$ cat src/rtl/axis_hdr_insert_arbiter.sv
// Packet-level round-robin arbiter feeding a header-insert block.
// One requester is granted per packet: its header first, then its payload through last.
module axis_hdr_insert_arbiter #(
   parameter int unsigned DATA_WD      = 32,
   parameter int unsigned DATA_BYTE_WD = DATA_WD / 8,
   parameter int unsigned BYTE_CNT_WD  = $clog2(DATA_BYTE_WD),
   parameter int unsigned NUM_CH       = 4,
   parameter int unsigned CH_WD        = $clog2(NUM_CH)
) (
   input  logic                             clk,
   input  logic                             rst_n,
   input  logic [NUM_CH-1:0]                s_hdr_valid,
   input  logic [NUM_CH*DATA_WD-1:0]        s_hdr_data,
   input  logic [NUM_CH*DATA_BYTE_WD-1:0]   s_hdr_keep,
   input  logic [NUM_CH*BYTE_CNT_WD-1:0]    s_hdr_cnt,
   output logic [NUM_CH-1:0]                s_hdr_ready,
   input  logic [NUM_CH-1:0]                s_valid,
   input  logic [NUM_CH*DATA_WD-1:0]        s_data,
   input  logic [NUM_CH*DATA_BYTE_WD-1:0]   s_keep,
   input  logic [NUM_CH-1:0]                s_last,
   output logic [NUM_CH-1:0]                s_ready,
   output logic                             valid_insert,
   output logic [DATA_WD-1:0]               data_insert,
   output logic [DATA_BYTE_WD-1:0]          keep_insert,
   output logic [BYTE_CNT_WD-1:0]           byte_insert_cnt,
   input  logic                             ready_insert,
   output logic                             valid_in,
   output logic [DATA_WD-1:0]               data_in,
   output logic [DATA_BYTE_WD-1:0]          keep_in,
   output logic                             last_in,
   input  logic                             ready_in,
   output logic [CH_WD-1:0]                 grant_id,
   output logic                             busy,
   output logic                             pkt_done
);

   localparam int unsigned SUM_WD = CH_WD + 1;

   typedef enum logic [1:0] {
      ST_IDLE = 2'd0,
      ST_HDR  = 2'd1,
      ST_DATA = 2'd2
   } state_t;

   state_t             state_q, state_d;
   logic [CH_WD-1:0]   grant_q, grant_d;
   logic [CH_WD-1:0]   rr_q, rr_d;
   logic               done_q, done_d;
   logic               arb_found;
   logic [CH_WD-1:0]   arb_idx;
   logic [SUM_WD-1:0]  arb_sum;

   logic [DATA_WD-1:0]      hdr_data_a [NUM_CH];
   logic [DATA_BYTE_WD-1:0] hdr_keep_a [NUM_CH];
   logic [BYTE_CNT_WD-1:0]  hdr_cnt_a  [NUM_CH];
   logic [DATA_WD-1:0]      data_a     [NUM_CH];
   logic [DATA_BYTE_WD-1:0] keep_a     [NUM_CH];

   // Split the flat per-channel buses into arrays indexed by channel
   for (genvar g = 0; g < NUM_CH; g++) begin : g_unpack
      assign hdr_data_a[g] = s_hdr_data[g*DATA_WD +: DATA_WD];
      assign hdr_keep_a[g] = s_hdr_keep[g*DATA_BYTE_WD +: DATA_BYTE_WD];
      assign hdr_cnt_a[g]  = s_hdr_cnt[g*BYTE_CNT_WD +: BYTE_CNT_WD];
      assign data_a[g]     = s_data[g*DATA_WD +: DATA_WD];
      assign keep_a[g]     = s_keep[g*DATA_BYTE_WD +: DATA_BYTE_WD];
   end

   // Round-robin pick: first requesting channel at or after rr_q, wrapping at NUM_CH
   always_comb begin
      arb_found = 1'b0;
      arb_idx   = '0;
      arb_sum   = '0;
      for (int unsigned k = 0; k < NUM_CH; k++) begin
         arb_sum = {1'b0, rr_q} + SUM_WD'(k);
         if (arb_sum >= SUM_WD'(NUM_CH)) begin
            arb_sum = arb_sum - SUM_WD'(NUM_CH);
         end
         if (!arb_found && s_hdr_valid[arb_sum[CH_WD-1:0]]) begin
            arb_found = 1'b1;
            arb_idx   = arb_sum[CH_WD-1:0];
         end
      end
   end

   // Data fields simply follow the registered grant
   assign data_insert     = hdr_data_a[grant_q];
   assign keep_insert     = hdr_keep_a[grant_q];
   assign byte_insert_cnt = hdr_cnt_a[grant_q];
   assign data_in         = data_a[grant_q];
   assign keep_in         = keep_a[grant_q];
   assign last_in         = s_last[grant_q];
   assign grant_id        = grant_q;
   assign busy            = (state_q != ST_IDLE);
   assign pkt_done        = done_q;

   // Next-state, grant bookkeeping and handshake steering
   always_comb begin
      state_d      = state_q;
      grant_d      = grant_q;
      rr_d         = rr_q;
      done_d       = 1'b0;
      valid_insert = 1'b0;
      valid_in     = 1'b0;
      s_hdr_ready  = '0;
      s_ready      = '0;
      case (state_q)
         ST_IDLE: begin
            if (arb_found) begin
               grant_d = arb_idx;
               state_d = ST_HDR;
            end
         end
         ST_HDR: begin
            valid_insert         = s_hdr_valid[grant_q];
            s_hdr_ready[grant_q] = ready_insert;
            if (s_hdr_valid[grant_q] && ready_insert) begin
               state_d = ST_DATA;
            end
         end
         ST_DATA: begin
            valid_in         = s_valid[grant_q];
            s_ready[grant_q] = ready_in;
            if (s_valid[grant_q] && ready_in && s_last[grant_q]) begin
               rr_d    = (grant_q == CH_WD'(NUM_CH - 1)) ? '0 : grant_q + CH_WD'(1);
               done_d  = 1'b1;
               state_d = ST_IDLE;
            end
         end
         default: begin
            state_d = ST_IDLE;
         end
      endcase
   end

   // State, grant, round-robin pointer and completion pulse
   always_ff @(posedge clk or negedge rst_n) begin
      if (!rst_n) begin
         state_q <= ST_IDLE;
         grant_q <= '0;
         rr_q    <= '0;
         done_q  <= 1'b0;
      end else begin
         state_q <= state_d;
         grant_q <= grant_d;
         rr_q    <= rr_d;
         done_q  <= done_d;
      end
   end

endmodule

$ cat config.mk
export PLATFORM = sky130hd
export DESIGN_NAME = axis_hdr_insert_arbiter
export DESIGN_NICKNAME = d
export VERILOG_FILES = /design/src/rtl/axis_hdr_insert_arbiter.sv
export SDC_FILE = /design/constraint.sdc
export NUM_CORES = 1
export LEC_CHECK = 0
export ABC_AREA = 1
export CAP_MARGIN = 20
export CELL_PAD_IN_SITES_DETAIL_PLACEMENT = 1
export CELL_PAD_IN_SITES_GLOBAL_PLACEMENT = 1
export CORE_AREA = 2 2 155 157
export CTS_CLUSTER_SIZE = 12
export DETAILED_ROUTE_END_ITERATION = 10
export DIE_AREA = 0 0 157 159
export DONT_BUFFER_PORTS = 1
export PLACE_DENSITY = 0.32
export SYNTH_ARGS = -nofsm -noshare
export SYNTH_HDL_FRONTEND = slang
export SYNTH_SLANG_ARGS = --single-unit
$ cat constraint.sdc
create_clock -name clk -period 1.8 [get_ports clk]
set_input_delay 0.09 -clock clk [delete_from_list [all_inputs] [get_ports clk]]
set_output_delay 0.09 -clock clk [all_outputs]
set_load 0.01 [all_outputs]
==> summary.txt, run 1 <==
Status
  • Status: finished, final reports clean

Setup path
  • CP startpoint kind: flip-flop
  • Slowest-stage cell, CP: dfrtp_4
  • Critical Path Fanout Max: ~50
  • Worst setup EP type: output pin
  • Largest delay share family, worst path: buffers and inverters
  • FF-to-FF setup slack: about 0.14 ns
  • Worst Path Buf+Inv: 3
  • Worst EP required: between 1.5 and 2 ns
  • WP data arrival: 1.68 ns
  • CP cell instances: inv_4, bufbuf_16, nor2_1, o22ai_1, buf_4
  • CP Class: flip-flop to output pin
  • CP peak stage delay: slightly above 0.5 ns

Pwr
  • Tot Pwr: approximately 7.6 mW
  • Worst IR drop on VDD: 0.683 mV
  • PD cells: 2140 mW/mm^2
  • Pleak: 1.32 nW

STA
  • Max Clock Freq: about 570 MHz
  • Worst Tran Pin Value: 0.468 ns
  • Minimum clock period: roughly 1.8 ns
  • Final hold viol count: 0
  • Max-slew headroom: just under 70%
  • Setup Viol. Count Final: 0
  • Tcrit/Tclk final: between 90 and 100%
  • Max-slew violations: 0
  • Final worst slack: ~0.032 ns
  • RSZ-0062 raised after global routing: yes
  • Skew final: between 0.003 and 0.004 ns
  • Min Hold Slack: approximately 0.05 ns

Route
  • Final antenna-violating net count: 0
  • Via density: 4.71
  • Router iterations before antenna repair: 4
  • Starting DRT DRC Count: 149
  • WL/cell: about 20 um
  • DRC: 0
  • WL final: 17.3 mm
  • Via count: around 4,000

Flow run
  • Max Cap Violations: 0

Synth
  • Synth Warn #: 0
  • Post-synthesis average cell area: 5.05 um^2
  • Mapped Nets: between 800 and 900
  • Synthesized cell area: around 0.0028 mm^2
  • Top cells by area, synth: nor2_1 (22%), o21ai_0 (20%), o22ai_1 (17%)
  • Netlist cell types: 23
  • Seq/Total Area, Yosys: 6.34%
  • Post-synth top area cell: nor2_1
  • Share of Yosys cell area claimed by the top area cell type: a little over a fifth
  • Mapped Cells: roughly 550
  • Seq cells post-synth: 7

Final layout
  • Synth-to-Final Area Change: 29.7%
  • Final Util: 15.4%
  • Final net count: 860
  • Final instance area: 0.00358 mm^2
  • Layout cells sized above 1: roughly 16%
  • Layout fillers: between 2,000 and 3,000

GRT
  • Largest net degree at the start of global routing: 90
  • Initial antenna violation count: 1
  • GRT overflow: 0
  • Vias in the first global route: 4,209
  • Global-route usage over all layers: 12.5%
  • First-pass GRT wire length: approximately 25 mm

Placement
  • IO buf count: 0
  • GPL Wtd Cong: roughly 0.8
  • Cell Area, Placed: 0.00333 mm^2
  • HPWL after DPL: 13.8 mm
  • Pre-CTS setup slack: around 0.15 ns

Floorplanning
  • Die Span Y: between 150 and 200 um
  • Die W: approximately 160 um
  • IO Count: 401
  • Area of the die: roughly 0.025 mm^2
  • Initial Util: a little under an eighth
  • CORE AREA: ~0.023 mm^2
  • FP Rows: 56

Clocking
  • CTS max path bufs: 2
  • TritonCTS clock tree: done
  • Post-CTS setup buffer count: 0
  • Clk slew on worst S/H paths: approximately 0.04 ns
  • CTS buffer count: 3
  • Root buf cell: clkbuf_16
  • CTS sink count: 7
  • Worst-Skew Late Latency: 0.23 ns
  • CTS H-tree lvls: 1

Hold path
  • Worst hold path type: input port to flip-flop
repair_timing:
item | CTS | global route
setup endpoints to repair | 4 | 24
cloned | 1 | 0
resized for setup | 3 | 17
hold buffers | 1 | 0
endpoints found under the hold margin | 7 | 0
report_power, final:
group	internal, mW	total (mW)	switching, mW
clock network	0.295	0.387	0.0914
logic	2.46	6.93	4.47
registers	0.236	0.334	0.0973
synth_stat cells:
master    count
dfrtp_1       7
o211ai_1      1
o21ai_1      49
inv_1        16
clkbuf_1     24
a31oi_1       1
a21oi_1       2
nand2_1      39
nand2_4       1
o21ai_2       2
nand3_1      14
nand2_2       9
buf_2        24
o22ai_1      74
nand3_2       1
ha_1          4
inv_2         4
buf_6         2
nor2_4        2
inv_4         1
nand4_2       1
nor2_1      161
o21ai_0     108
placed cells by master (no fill, tap or decap), types with 2 or more instances in the layout:
cell and n:
a21oi_1 2, o21ai_1 49, o21ai_0 108, o22ai_2 18
buf_4 31, nor2_1 161, ha_1 4, clkbuf_16 3
inv_1 15, nor2_4 2, o21ai_2 2, o22ai_1 56
inv_2 5, nand2_1 39, nand3_1 14, dfrtp_1 5
nand2_2 9, buf_12 7
worst reg2reg max path, cell delays in order, from the launching register on:
cell and delay (ns):
dfrtp_4 0.51, inv_4 0.15, buf_12 0.22, nand2_1 0.08
nand3_1 0.08, nand2_1 0.07, inv_2 0.06, nand4_2 0.11
nor2_4 0.16, nand3_1 0.08, o21ai_1 0.08
final timing paths:
| path | endpoint | from | cells past startpoint |
|---|---|---|---|
| min in group asynchronous | state_q[1]$_DFFE_PN0P_ | rst_n | 1 |
| min reg2reg | state_q[1]$_DFFE_PN0P_ | state_q[1]$_DFFE_PN0P_ | 3 |
| max | data_insert[2] | grant_id[0]$_DFFE_PN0P_ | 5 |
| max reg2reg | rr_q[0]$_DFFE_PN0P_ | grant_id[0]$_DFFE_PN0P_ | 10 |
| max in group asynchronous | grant_id[0]$_DFFE_PN0P_ | rst_n | 1 |
| min | pkt_done$_DFF_PN0_ | ready_in | 2 |
metal layers:
metal / global-route usage (%) / part of all wire (%)
met1: 14.1 / 39
met2: 24.2 / 53
met3: 2.48 / 7.0
met4: 1.79 / 1.1
met5: 0 / 0
cell type report:
class | count | area (um^2) | area share (%)
clock buffer | 4 | 78.8 | 2.20
antenna | 1 | 2.50 | 0.0699
timing repair buffer | 42 | 454 | 12.7
sequential | 7 | 180 | 5.03
tap | 319 | 399 | 11.1
inverter | 21 | 81.3 | 2.27
multi-input combinational | 469 | 2390 | 66.6
cells by family (layout without fill, tap and decap cells):
logic type	count (synthesis)	count (layout)	synth area share [%]
flip-flops	7	7	6.34
adder cells (fa/ha/maj)	4	4	1.81
AND/OR/NAND/NOR	228	228	33.8
other	0	1	0
buffers and inverters	71	67	11.4
AO/OA/AOI/OAI	237	237	46.7
state kept, by name (all words and copies together) (netlist names):
| name | cells |
|---|---|
| pkt_done | 1 |
| grant_id | 2 |
| state_q | 2 |
| rr_q | 2 |
per-stage QoR:
stage,setup TNS [ns],std cells
finish,0,863
global route,-0.124,862
CTS,0,862
detailed placement,0,856
global placement,0,856
floorplan,0,547
No activity file was read; power rests on OpenSTA's default activity.
==> run 2: changes to the inputs <==
- PLACE_DENSITY: 0.32 -> 0.36
==> run 2 against run 1 <==
- clock skew fell by 0.0013 ns
- combinational power grew 3%
- sequential power increased by 14%
- cell area grew 2.1%
- critical path type unchanged
- highest routed layer unchanged
- non-clock buffer count up 6
- largest power group unchanged
- global-route usage decreased by 1.7 points
- final cell count is 0.58% higher
- via count hardly changed
- critical path depth unchanged
==> summary.txt, run 2 (synthesis gave the netlist of run 1 again) <==
Pwr
  • Pleak: 1.34 nW (was 1.32 nW)
  • Int Pwr: 3.17 mW (was 2.99 mW)
  • Part of the power in combinational logic: 90.3% (was 90.6%)
  • Sw power: 4.72 mW (was 4.65 mW)
  • Switching Share: 59.8% (was 60.8%)
  • PD cells: 2160 mW/mm^2 (was 2140 mW/mm^2)
  • Worst IR drop on VDD: 0.518 mV (was 0.683 mV)
  • Clock network power share: 4.8% (was 5.1%)
  • Flop pwr share: 4.8% (was 4.4%)

Clocking
  • CTS H-tree lvls: 1 (unchanged)
  • Clk slew on worst S/H paths: 0.04 ns (about the same)
  • CTS sink count: 7 (unchanged)
  • CTS buffer count: 3 (unchanged)
  • TritonCTS clock tree: done (unchanged)
  • Root buf cell: clkbuf_16 (unchanged)
  • Worst-Skew Late Latency: 0.23 ns (about the same)
  • CTS max path bufs: 2 (unchanged)

Setup path
  • Slowest-stage cell, CP: dfrtp_4 (unchanged)
  • Worst EP required: 1.71 ns (about the same)
  • WP data arrival: 1.65 ns (was 1.68 ns)
  • FF-to-FF setup slack: 0.20 ns (was 0.14 ns)
  • CP Class: flip-flop to output pin (unchanged)
  • Worst setup EP type: output pin (unchanged)
  • Critical Path Fanout Max: 20 (was 49)
  • CP cell instances: clkinv_8, buf_12, buf_4, o21ai_0, o22ai_2 (was inv_4, bufbuf_16, nor2_1, o22ai_1, buf_4)
  • CP peak stage delay: 0.52 ns (was 0.51 ns)
  • CP startpoint kind: flip-flop (unchanged)

Route
  • DRC: 0 (unchanged)
  • WL final: 16.3 mm (was 17.3 mm)
  • Via density: 4.68 (was 4.71)
  • Router iterations before antenna repair: 4 (unchanged)
  • Via count: 4,065 (was 4,061)
  • WL/cell: 18.8 um (was 20.0 um)
  • Starting DRT DRC Count: 197 (was 149)
  • Final antenna-violating net count: 0 (unchanged)

Floorplanning
  • Die Span Y: 159 um (unchanged)
  • Die W: 157 um (unchanged)
  • CORE AREA: 0.0232 mm^2 (unchanged)
  • Area of the die: 0.0250 mm^2 (unchanged)
  • Initial Util: 11.9% (unchanged)
  • FP Rows: 56 (unchanged)
  • IO Count: 401 (unchanged)

Placement
  • GPL Wtd Cong: 0.804 (was 0.803)
  • Cell Area, Placed: 0.00336 mm^2 (was 0.00333 mm^2)
  • IO buf count: 0 (unchanged)
  • HPWL after DPL: 12.5 mm (was 13.8 mm)
  • Pre-CTS setup slack: 0.178 ns (was 0.153 ns)

STA
  • Final hold viol count: 0 (unchanged)
  • Setup Viol. Count Final: 0 (unchanged)
  • Minimum clock period: 1.74 ns (was 1.77 ns)
  • RSZ-0062 raised after global routing: yes (unchanged)
  • Tcrit/Tclk final: 96.9% (was 98.2%)
  • Worst Tran Pin Value: 0.376 ns (was 0.468 ns)
  • Skew final: 0.00218 ns (was 0.00350 ns)
  • Final worst slack: 0.0559 ns (was 0.0318 ns)
  • Max Clock Freq: 573 MHz (was 566 MHz)
  • Max-slew violations: 0 (unchanged)
  • Max-slew headroom: 74.8% (was 68.5%)

Final layout
  • ANT cells: 0 (was 1)
  • Final net count: 866 (was 860)
  • Commonest non-fill, non-tap cell in the layout: nor2_1 (unchanged)
  • Layout cells sized above 1: 14.8% (was 15.8%)
  • Synth-to-Final Area Change: 32.3% (was 29.7%)
  • Final Util: 15.8% (was 15.4%)
  • Final instance area: 0.00366 mm^2 (was 0.00358 mm^2)
  • Most frequent cells in the layout: nor2_1 (160), o21ai_0 (103), o22ai_1 (69) (was nor2_1 (161), o21ai_0 (108), o22ai_1 (56))

Hold path
  • Worst hold path type: input port to flip-flop (unchanged)

Flow run
  • Max Cap Violations: 0 (unchanged)

GRT
  • Global-route usage over all layers: 10.8% (was 12.5%)
  • Vias in the first global route: 3,924 (was 4,209)
  • First-pass GRT wire length: 21.8 mm (was 24.6 mm)
  • Largest net degree at the start of global routing: 94 (was 90)
  • Initial antenna violation count: 0 (was 1)
  • GRT overflow: 0 (unchanged)

Status
  • Status: finished, final reports clean (unchanged)
==> run 2: power by group through the flow <==
stage / registers [mW] / logic [mW] / clock network [mW]
2_1_floorplan: 0.319 / 4.48 / 0
3_3_place_gp: 0.363 / 6.64 / 0
3_5_place_dp: 0.360 / 6.58 / 0
4_1_cts: 0.358 / 6.61 / 0.390
5_1_grt: 0.397 / 7.80 / 0.402
6_report: 0.382 / 7.12 / 0.380
==> run 2: repair_timing <==
item	4_1_cts	5_1_grt
resized for setup	1	21
pin swaps	0	1
endpoints found under the hold margin	7	0
endpoints found under the setup margin	1	10
cloned	0	4
hold buffers	1	0
setup buffers	0	1
==> run 2: final cells by class <==
cell class,count,area (um^2)
Multi-Input combinational cell,469,2310
Fill cell,2933,19500
Clock buffer,4,78.8
Tap cell,319,399
Inverter,21,91.3
Sequential cell,7,180
Timing Repair Buffer,48,596
==> run 2: worst paths after layout <==
check	from	endpoint	depth (start not counted)
min	ready_in	pkt_done$_DFF_PN0_	2
min in group asynchronous	rst_n	state_q[1]$_DFFE_PN0P_	1
min reg2reg	state_q[1]$_DFFE_PN0P_	state_q[0]$_DFFE_PN0P_	3
max reg2reg	rr_q[0]$_DFFE_PN0P_	grant_id[0]$_DFFE_PN0P_	11
max	grant_id[0]$_DFFE_PN0P_	data_insert[14]	5
max in group asynchronous	rst_n	grant_id[0]$_DFFE_PN0P_	1
==> run 2: stage by stage <==
stage               hold slack [ns]  power, mW  instances  setup TNS, ns
floorplan                    -0.206       4.80        547              0
global placement             -0.205       7.00        858              0
detailed placement           -0.205       6.94        858              0
CTS                          0.0484       7.36        863              0
global route                 0.0603       8.60        868        -0.0304
finish                       0.0511       7.89        868              0
==> run 2: per-layer routing <==
metal | global-route usage, % | share of wire, % | up-vias
met5 | 0 | 0 | -
met4 | 1.04 | 0.76 | 0
met1 | 12.5 | 39 | 1918
li1 | - | - | 1914
met3 | 2.31 | 7.1 | 12
met2 | 20.6 | 53 | 221
==> run 2: critical path, delay by kind of cell (launching register included) <==
kind                   cells  cell delay, ns
buffers and inverters      3            0.46
AOI/OAI and AO/OA          2            0.44
DFF                        1            0.52
